===== config.mk =====
export PLATFORM = sky130hd
export DESIGN_NAME = onehot_seq_detector
export DESIGN_NICKNAME = d
export VERILOG_FILES = /design/src/rtl/seqdet_pkg.sv /design/src/rtl/seqdet_prefix_match.sv /design/src/rtl/onehot_seq_detector.sv
export SDC_FILE = /design/constraint.sdc
export NUM_CORES = 1
export LEC_CHECK = 0
export ABC_AREA = 1
export CAP_MARGIN = 20
export CORE_AREA = 2 2 44 46
export DETAILED_ROUTE_END_ITERATION = 7
export DIE_AREA = 0 0 46 48
export PLACE_DENSITY = 0.77
export REMOVE_ABC_BUFFERS = 1
export SKIP_CTS_REPAIR_TIMING = 1
export SLEW_MARGIN = 20
export SYNTH_ARGS = -nofsm -noshare
export SYNTH_HDL_FRONTEND = slang
export SYNTH_SLANG_ARGS = --single-unit

===== constraint.sdc =====
create_clock -name clk -period 2.2 [get_ports clk]
set_input_delay 0.44 -clock clk [delete_from_list [all_inputs] [get_ports clk]]
set_output_delay 0.44 -clock clk [all_outputs]
set_load 0.02 [all_outputs]

===== src/rtl/seqdet_pkg.sv =====
// Shared limits and default pattern for the serial one-hot sequence detector.
package seqdet_pkg;

  localparam int unsigned PAT_LEN_MAX = 16;
  localparam int unsigned CNT_W_MAX   = 16;
  localparam logic [3:0]  PAT_DEFAULT = 4'b1011;

endpackage


===== src/rtl/seqdet_prefix_match.sv =====
// Next-state logic: longest suffix of the accepted stream that is a prefix of the pattern.
// In S_N the stream restarts unless overlap is set.
module seqdet_prefix_match #(
  parameter int unsigned PAT_LEN = 4
) (
  input  logic [PAT_LEN-1:0] history,
  input  logic               in,
  input  logic [PAT_LEN-1:0] pattern,
  input  logic [PAT_LEN:0]   state,
  input  logic               overlap,
  output logic [PAT_LEN:0]   next_state_c
);

  logic [PAT_LEN-1:0] window;
  logic [PAT_LEN:1]   suffix_hit;
  logic [PAT_LEN:1]   allowed;
  logic               found;
  logic               unused_hist_msb;

  // Newest bit at [0]; a full-length match needs only PAT_LEN-1 older bits.
  assign window          = {history[PAT_LEN-2:0], in};
  assign unused_hist_msb = history[PAT_LEN-1];

  always_comb begin
    suffix_hit   = '0;
    allowed      = '0;
    next_state_c = '0;
    found        = 1'b0;

    // k may only reach c+1 from S_c; from S_N it is N (overlap) or 1 (restart).
    for (int k = 1; k <= int'(PAT_LEN); k++) begin
      suffix_hit[k] = 1'b1;
      for (int j = 0; j < k; j++) begin
        if (window[j] != pattern[int'(PAT_LEN) - k + j]) suffix_hit[k] = 1'b0;
      end
      allowed[k] = (state[PAT_LEN] && (overlap || (k == 1))) ||
                   (|(state[PAT_LEN-1:0] >> (k - 1)));
    end

    for (int k = int'(PAT_LEN); k >= 1; k--) begin
      if (!found && suffix_hit[k] && allowed[k]) begin
        next_state_c[k] = 1'b1;
        found           = 1'b1;
      end
    end
    if (!found) next_state_c[0] = 1'b1;
  end

endmodule


===== src/rtl/onehot_seq_detector.sv =====
// Serial pattern detector with one-hot state, loadable pattern and overlap control.
// Match counter is built only when ONEHOT_SEQ_DETECTOR_CNT_EN is defined.
module onehot_seq_detector
  import seqdet_pkg::*;
#(
  parameter int unsigned        PAT_LEN = 4,
  parameter logic [PAT_LEN-1:0] PAT_RST = PAT_LEN'(PAT_DEFAULT),
  parameter int unsigned        CNT_W   = 8
) (
  input  logic               clk,
  input  logic               aresetn,
  input  logic               in_valid,
  input  logic               in,
  input  logic               pat_load,
  input  logic [PAT_LEN-1:0] pat_in,
  input  logic               overlap,
  input  logic               cnt_clr,
  output logic [PAT_LEN:0]   state,
  output logic               match,
  output logic [CNT_W-1:0]   match_cnt
);

  localparam logic [PAT_LEN:0] S_IDLE = {{PAT_LEN{1'b0}}, 1'b1};

  logic [PAT_LEN:0]   state_q;
  logic [PAT_LEN:0]   state_nxt_c;
  logic [PAT_LEN-1:0] pattern_q;
  logic [PAT_LEN-1:0] history_q;

  seqdet_prefix_match #(
    .PAT_LEN (PAT_LEN)
  ) u_prefix_match (
    .history      (history_q),
    .in           (in),
    .pattern      (pattern_q),
    .state        (state_q),
    .overlap      (overlap),
    .next_state_c (state_nxt_c)
  );

  // State register; a pattern load wins over an accepted bit.
  always_ff @(posedge clk or negedge aresetn) begin
    if (!aresetn) begin
      state_q <= S_IDLE;
    end else if (pat_load) begin
      state_q <= S_IDLE;
    end else if (in_valid) begin
      state_q <= state_nxt_c;
    end
  end

  always_ff @(posedge clk or negedge aresetn) begin
    if (!aresetn) begin
      pattern_q <= PAT_RST;
      history_q <= '0;
    end else if (pat_load) begin
      pattern_q <= pat_in;
      history_q <= '0;
    end else if (in_valid) begin
      history_q <= {history_q[PAT_LEN-2:0], in};
    end
  end

  always_comb begin
    state = state_q;
    match = state_q[PAT_LEN];
  end

`ifdef ONEHOT_SEQ_DETECTOR_CNT_EN
  logic [CNT_W-1:0] cnt_q;

  // Saturating count of edges that land in S_N; clear has priority.
  always_ff @(posedge clk or negedge aresetn) begin
    if (!aresetn) begin
      cnt_q <= '0;
    end else if (cnt_clr) begin
      cnt_q <= '0;
    end else if (!pat_load && in_valid && state_nxt_c[PAT_LEN] && (cnt_q != '1)) begin
      cnt_q <= cnt_q + CNT_W'(1);
    end
  end

  assign match_cnt = cnt_q;
`else
  logic unused_cnt_clr;

  assign unused_cnt_clr = cnt_clr;
  assign match_cnt      = '0;
`endif

endmodule


After elaboration in Yosys (flattened, before gate mapping)
Index checks and enable logic that the tools add are counted.
{"block": "word_totals", "ff_bits": 12, "latch_bits": 0, "ramBits": 0, "mem_bits_ro": 0, "input_bits": 11, "output_inout_bits": 14, "word_cells": 54, "n_memories": 0}
{"block": "op_classes", "add_sub_neg": 0, "mul": 0, "n_div": 0, "magnitude_cmp": 0, "n_eq_ne": 10, "shifts": 0, "muxes": 22, "n_bitwise": 0, "n_reduce_logical": 19}
{"operator": "two-way mux 1 bit", "n": 18}
{"operator": "two-way mux 5 bit", "n": 2}
{"operator": "inequality test 1 bit", "n": 10}
{"operator": "logical AND 1 bit", "n": 8}
{"operator": "two-way mux 3 bit", "n": 2}
{"operator": "logical OR 1 bit", "n": 4}
{"operator": "OR reduction 4 bit", "n": 1}
{"operator": "zero test 1 bit", "n": 3}
{"operator": "OR reduction 3 bit", "n": 1}
{"operator": "nonzero test 2 bit", "n": 1}
{"operator": "OR reduction 2 bit", "n": 1}

Depth between registers and ports, before layout
{"block": "depth", "depth_word": 22, "mapped_depth": 7, "ltp_nobuf": 7}

Hierarchy
From an unflattened synthesis, not the netlist that was laid out.
{"block": "hier_totals", "cells_unflattened": 120, "area_unflattened_um2": 915.9}
{"module": "onehot_seq_detector", "n_inst": 1, "cells_each": 67, "area_per_inst_um2": 660.6, "seq_area_each_um2": 330.3}
{"module": "seqdet_prefix_match", "n_inst": 1, "cells_each": 53, "area_per_inst_um2": 255.2, "seq_area_each_um2": 0.0}

Worst setup path before layout
Ideal clock, no wire load.
{"block": "synth_timing", "path_type": "register to register", "from": "register pattern_q[0]", "to": "register state_q[2], in the netlist state[2]", "setup_ps": 118, "arrival_time_ps": 1007, "path_slack_ps": 1075, "stages_incl_launch_ff": 8, "n_path_buf": 0, "synth_period_minus_slack_ps": 1125, "cell_sequence": "dfstp_2 inv_1 nand2_1 o21ai_0 nor2_2 nand3_2 nand3_1 nand2_1"}
{"block": "synth_via", "elab_chain_len": 17}
{"item": "start: declaration", "line": "onehot_seq_detector.sv:27", "source": "logic [PAT_LEN-1:0] pattern_q;"}
{"item": "start signal: assignment", "line": "onehot_seq_detector.sv:57", "source": "pattern_q <= pat_in;"}
{"item": "inequality test 1 bit (*)", "line": "seqdet_prefix_match.sv:34", "source": "if (window[j] != pattern[int'(PAT_LEN) - k + j]) suffix_hit[k] = 1'b0;"}
{"item": "two-way mux 1 bit (*) (4 in a row)", "line": "seqdet_prefix_match.sv:34"}
{"item": "logical AND 1 bit (*)", "line": "seqdet_prefix_match.sv:41", "source": "if (!found && suffix_hit[k] && allowed[k]) begin"}
{"item": "two-way mux 1 bit (*)", "line": "seqdet_prefix_match.sv:41"}
{"item": "zero test 1 bit", "line": "seqdet_prefix_match.sv:41"}
{"item": "logical AND 1 bit (2 in a row)", "line": "seqdet_prefix_match.sv:41"}
{"item": "two-way mux 1 bit (*)", "line": "seqdet_prefix_match.sv:41"}
{"item": "zero test 1 bit (*)", "line": "seqdet_prefix_match.sv:41"}
{"item": "logical AND 1 bit (*) (2 in a row)", "line": "seqdet_prefix_match.sv:41"}
{"item": "two-way mux 1 bit (*)", "line": "seqdet_prefix_match.sv:41"}
{"item": "two-way mux 5 bit (*)", "line": "onehot_seq_detector.sv:47", "source": "end else if (in_valid) begin"}
{"item": "two-way mux 5 bit (*)", "line": "onehot_seq_detector.sv:45", "source": "end else if (pat_load) begin"}
{"item": "end signal: assignment", "line": "onehot_seq_detector.sv:48", "source": "state_q <= state_nxt_c;"}
{"item": "end: declaration", "line": "onehot_seq_detector.sv:25", "source": "logic [PAT_LEN:0] state_q;"}
Mark *: on every way between the ends. The rest lies on a longest branch, timed or not. The select of a mux whose other input is x is not followed.
A chain may end at the register's enable or synchronous reset.

Worst setup path after layout
{"block": "layout_timing", "from": "register state_q[0], in the netlist state[0]", "to": "output state[0]"}
{"item": "end: declaration", "line": "onehot_seq_detector.sv:18", "source": "output logic [PAT_LEN:0] state,"}
No word-level cell between the ends.

==> results.cfg <==
[route]
num_vias = 661
first_pass_iters = 4
drc = 0
drt-vias-per-instance = 5.01
ant_nets = 0
wl_mm = 1.48
wl_per_cell_um = 11.2
dr.first_iter.drc_count = 14

[critical_path]
path_cells = clkdlybuf4s50_1
cp_num_buf_inv = 1
start_kind = flop
r2r-start = pattern_q[0]$_DFFE_PN1P_
critPathLaunch = state[0]$_DFFE_PN1P_
crit_family = buffers and inverters
cp.arrival_ns = 1.42
crit_end = state[0]
critical_path_class = reg -> out
cp_num_cells = 1
r2r-end = state[2]$_DFFE_PN0P_
crit_path_max_incr_delay_ns = 0.60
r2r_slack_ns = 0.95
critPathSlowestCell = clkdlybuf4s50_1
crit_path_max_fanout = 3
worstPathRequired_ns = 1.76
end_kind = output port
r2r_cells = 7

[yosys]
yosys-top-cells-area = dfrtp_1 (26%), nand2_1 (15%), dfstp_2 (14%)
synth_edf_count = 0
ys.warnings.count = 0
syn_avg_cell_area_um2 = 7.66
yosysMostFrequentCell = nand2_1
yosys.area.top_type = dfrtp_1
yosysUniqueCellTypes = 21
yosysSeqAreaShare = 0.403
synthArstFlopShare = 1.00
synth_area_um2 = 758
synth_common_cells = nand2_1 (30), buf_4 (9), dfrtp_1 (8), inv_1 (8)
synth_top_area_frac = 0.264
synthCells = 99
synth_seq_cells = 12
synth_flop_cell = dfrtp_1

[floorplan]
coreArea_um2 = 1690
dieArea_um2 = 2210
ios = 25
fp.dieW_um = 46
start_util = 0.449
die_y_um = 48
num_rows = 15

[final_layout]
syn2layout_area_growth_pct = 20.0
num_antenna_cells = 0
drive_gt1_frac = 0.139
design_area_um2 = 910
instances_no_fill = 132
nNetsFinal = 127

[timing]
setup_viol = 0
rsz0062_at_grt = false
finalCritPeriodShare = 0.845
hold_viol_final = 0
slew_violations = 0
timing.final.ws_setup_ns = 0.341
layout_min_cycle_time_ns = 1.86
clock.fmax_mhz = 538
maxSlewHeadroom = 0.645
fin_skew_ns = 0.00120
fin_setup_tns_ns = 0
tightest_slew_ns = 0.530

[status]
outcome = complete, no violations

[power]
powerDensity_nw_per_um2 = 589
vdd_ir_drop_max_mv = 0.371
p_leak_nw = 0.436

[min_path]
hold_class = in -> async

[global_route]
grt_pass1_vias = 581
grtUsageTotal = 0.166
grt_pass1_wl_mm = 2.47
globalRoute.totalOverflow = 0
grt_max_degree = 13
antenna_found_initial = 0

[clock_network]
clock_sinks = 12
h-tree-depth = 1
clk_latency_ns = 0.28
max-clock-path-buffers = 2
cts_tree = built
root_buffer = clkbuf_4
clk_pin_slew_ns = 0.08
cts_buffers = 3

[flow_run]
maxCapViolCount = 0

[placed_design]
dp.cells = 128
dp_hpwl_mm = 1.13
placed_cell_area_um2 = 873
gp_congestion = 0.839
dp_worst_setup_slack_ns = 0.419
port_buffers = 15
-- worst min-delay path by stage --
stage / from / endpoint / slack [ns]
after global routing: aresetn / history_q[2]$_DFFE_PN0P_ / 0.54
final: aresetn / history_q[2]$_DFFE_PN0P_ / 0.51
after detailed placement: pattern_q[0]$_DFFE_PN1P_ / pattern_q[0]$_DFFE_PN1P_ / 0.50
after CTS: pattern_q[0]$_DFFE_PN1P_ / pattern_q[0]$_DFFE_PN1P_ / 0.51
after global placement: pattern_q[0]$_DFFE_PN1P_ / pattern_q[0]$_DFFE_PN1P_ / 0.49
after floorplan: aresetn / history_q[0]$_DFFE_PN0P_ / 0.14
-- cell families after synthesis --
kind of cell    Yosys count  synth area share
compound gates           14            0.0974
xor+xnor                  4            0.0462
buf+inv                  22             0.173
flops                    12             0.403
other cells               1           0.00495
simple gates             46             0.276
-- layout make-up --
cell class	count	area, µm²
well taps	17	21.3
flip-flops and latches	12	305
multi-input cells	72	348
fillers	157	779
clock buffers	4	36.3
inverters	11	41.3
repair buffers	16	158
-- cell usage in the layout (no fill, tap or decap), drive strengths merged --
master,n
o21ai,8
buf,1
nand4,3
dfstp,4
or2,1
conb,8
dfrtp,8
clkbuf,4
inv,11
nand2,30
xnor2,4
clkdlybuf4s50,15
nor2,8
o22ai,3
a21oi,3
nand3,4
-- sequential cells by signal, summed over array words and instances (netlist names) --
signal / cells
state: 5
pattern_q: 4
history_q: 3
-- where the power goes --
| group | leakage, nW | switching, W | internal (W) |
|---|---|---|---|
| clock network | 0.0210 | 0.0000768 | 0.000101 |
| registers | 0.151 | 0.0000125 | 0.000237 |
| logic | 0.264 | 0.0000637 | 0.0000445 |
| total | 0.436 | 0.000153 | 0.000382 |
-- per-stage QoR --
step	total power, W	utilization	hold slack [ns]
floorplan	0.000318	-	0.144
global placement	0.000358	0.517	0.486
detailed placement	0.000361	0.517	0.500
CTS	0.000540	0.539	0.512
global route	0.000572	0.539	0.536
finish	0.000535	0.539	0.507
-- routing by layer --
metal,part of all wire,track usage,up-vias
met5,0,0,-
met4,0.023,0.109,0
met3,0.067,0.0566,5
met2,0.46,0.242,32
met1,0.45,0.209,294
li1,-,-,330
(Power assumes the default switching activity.)
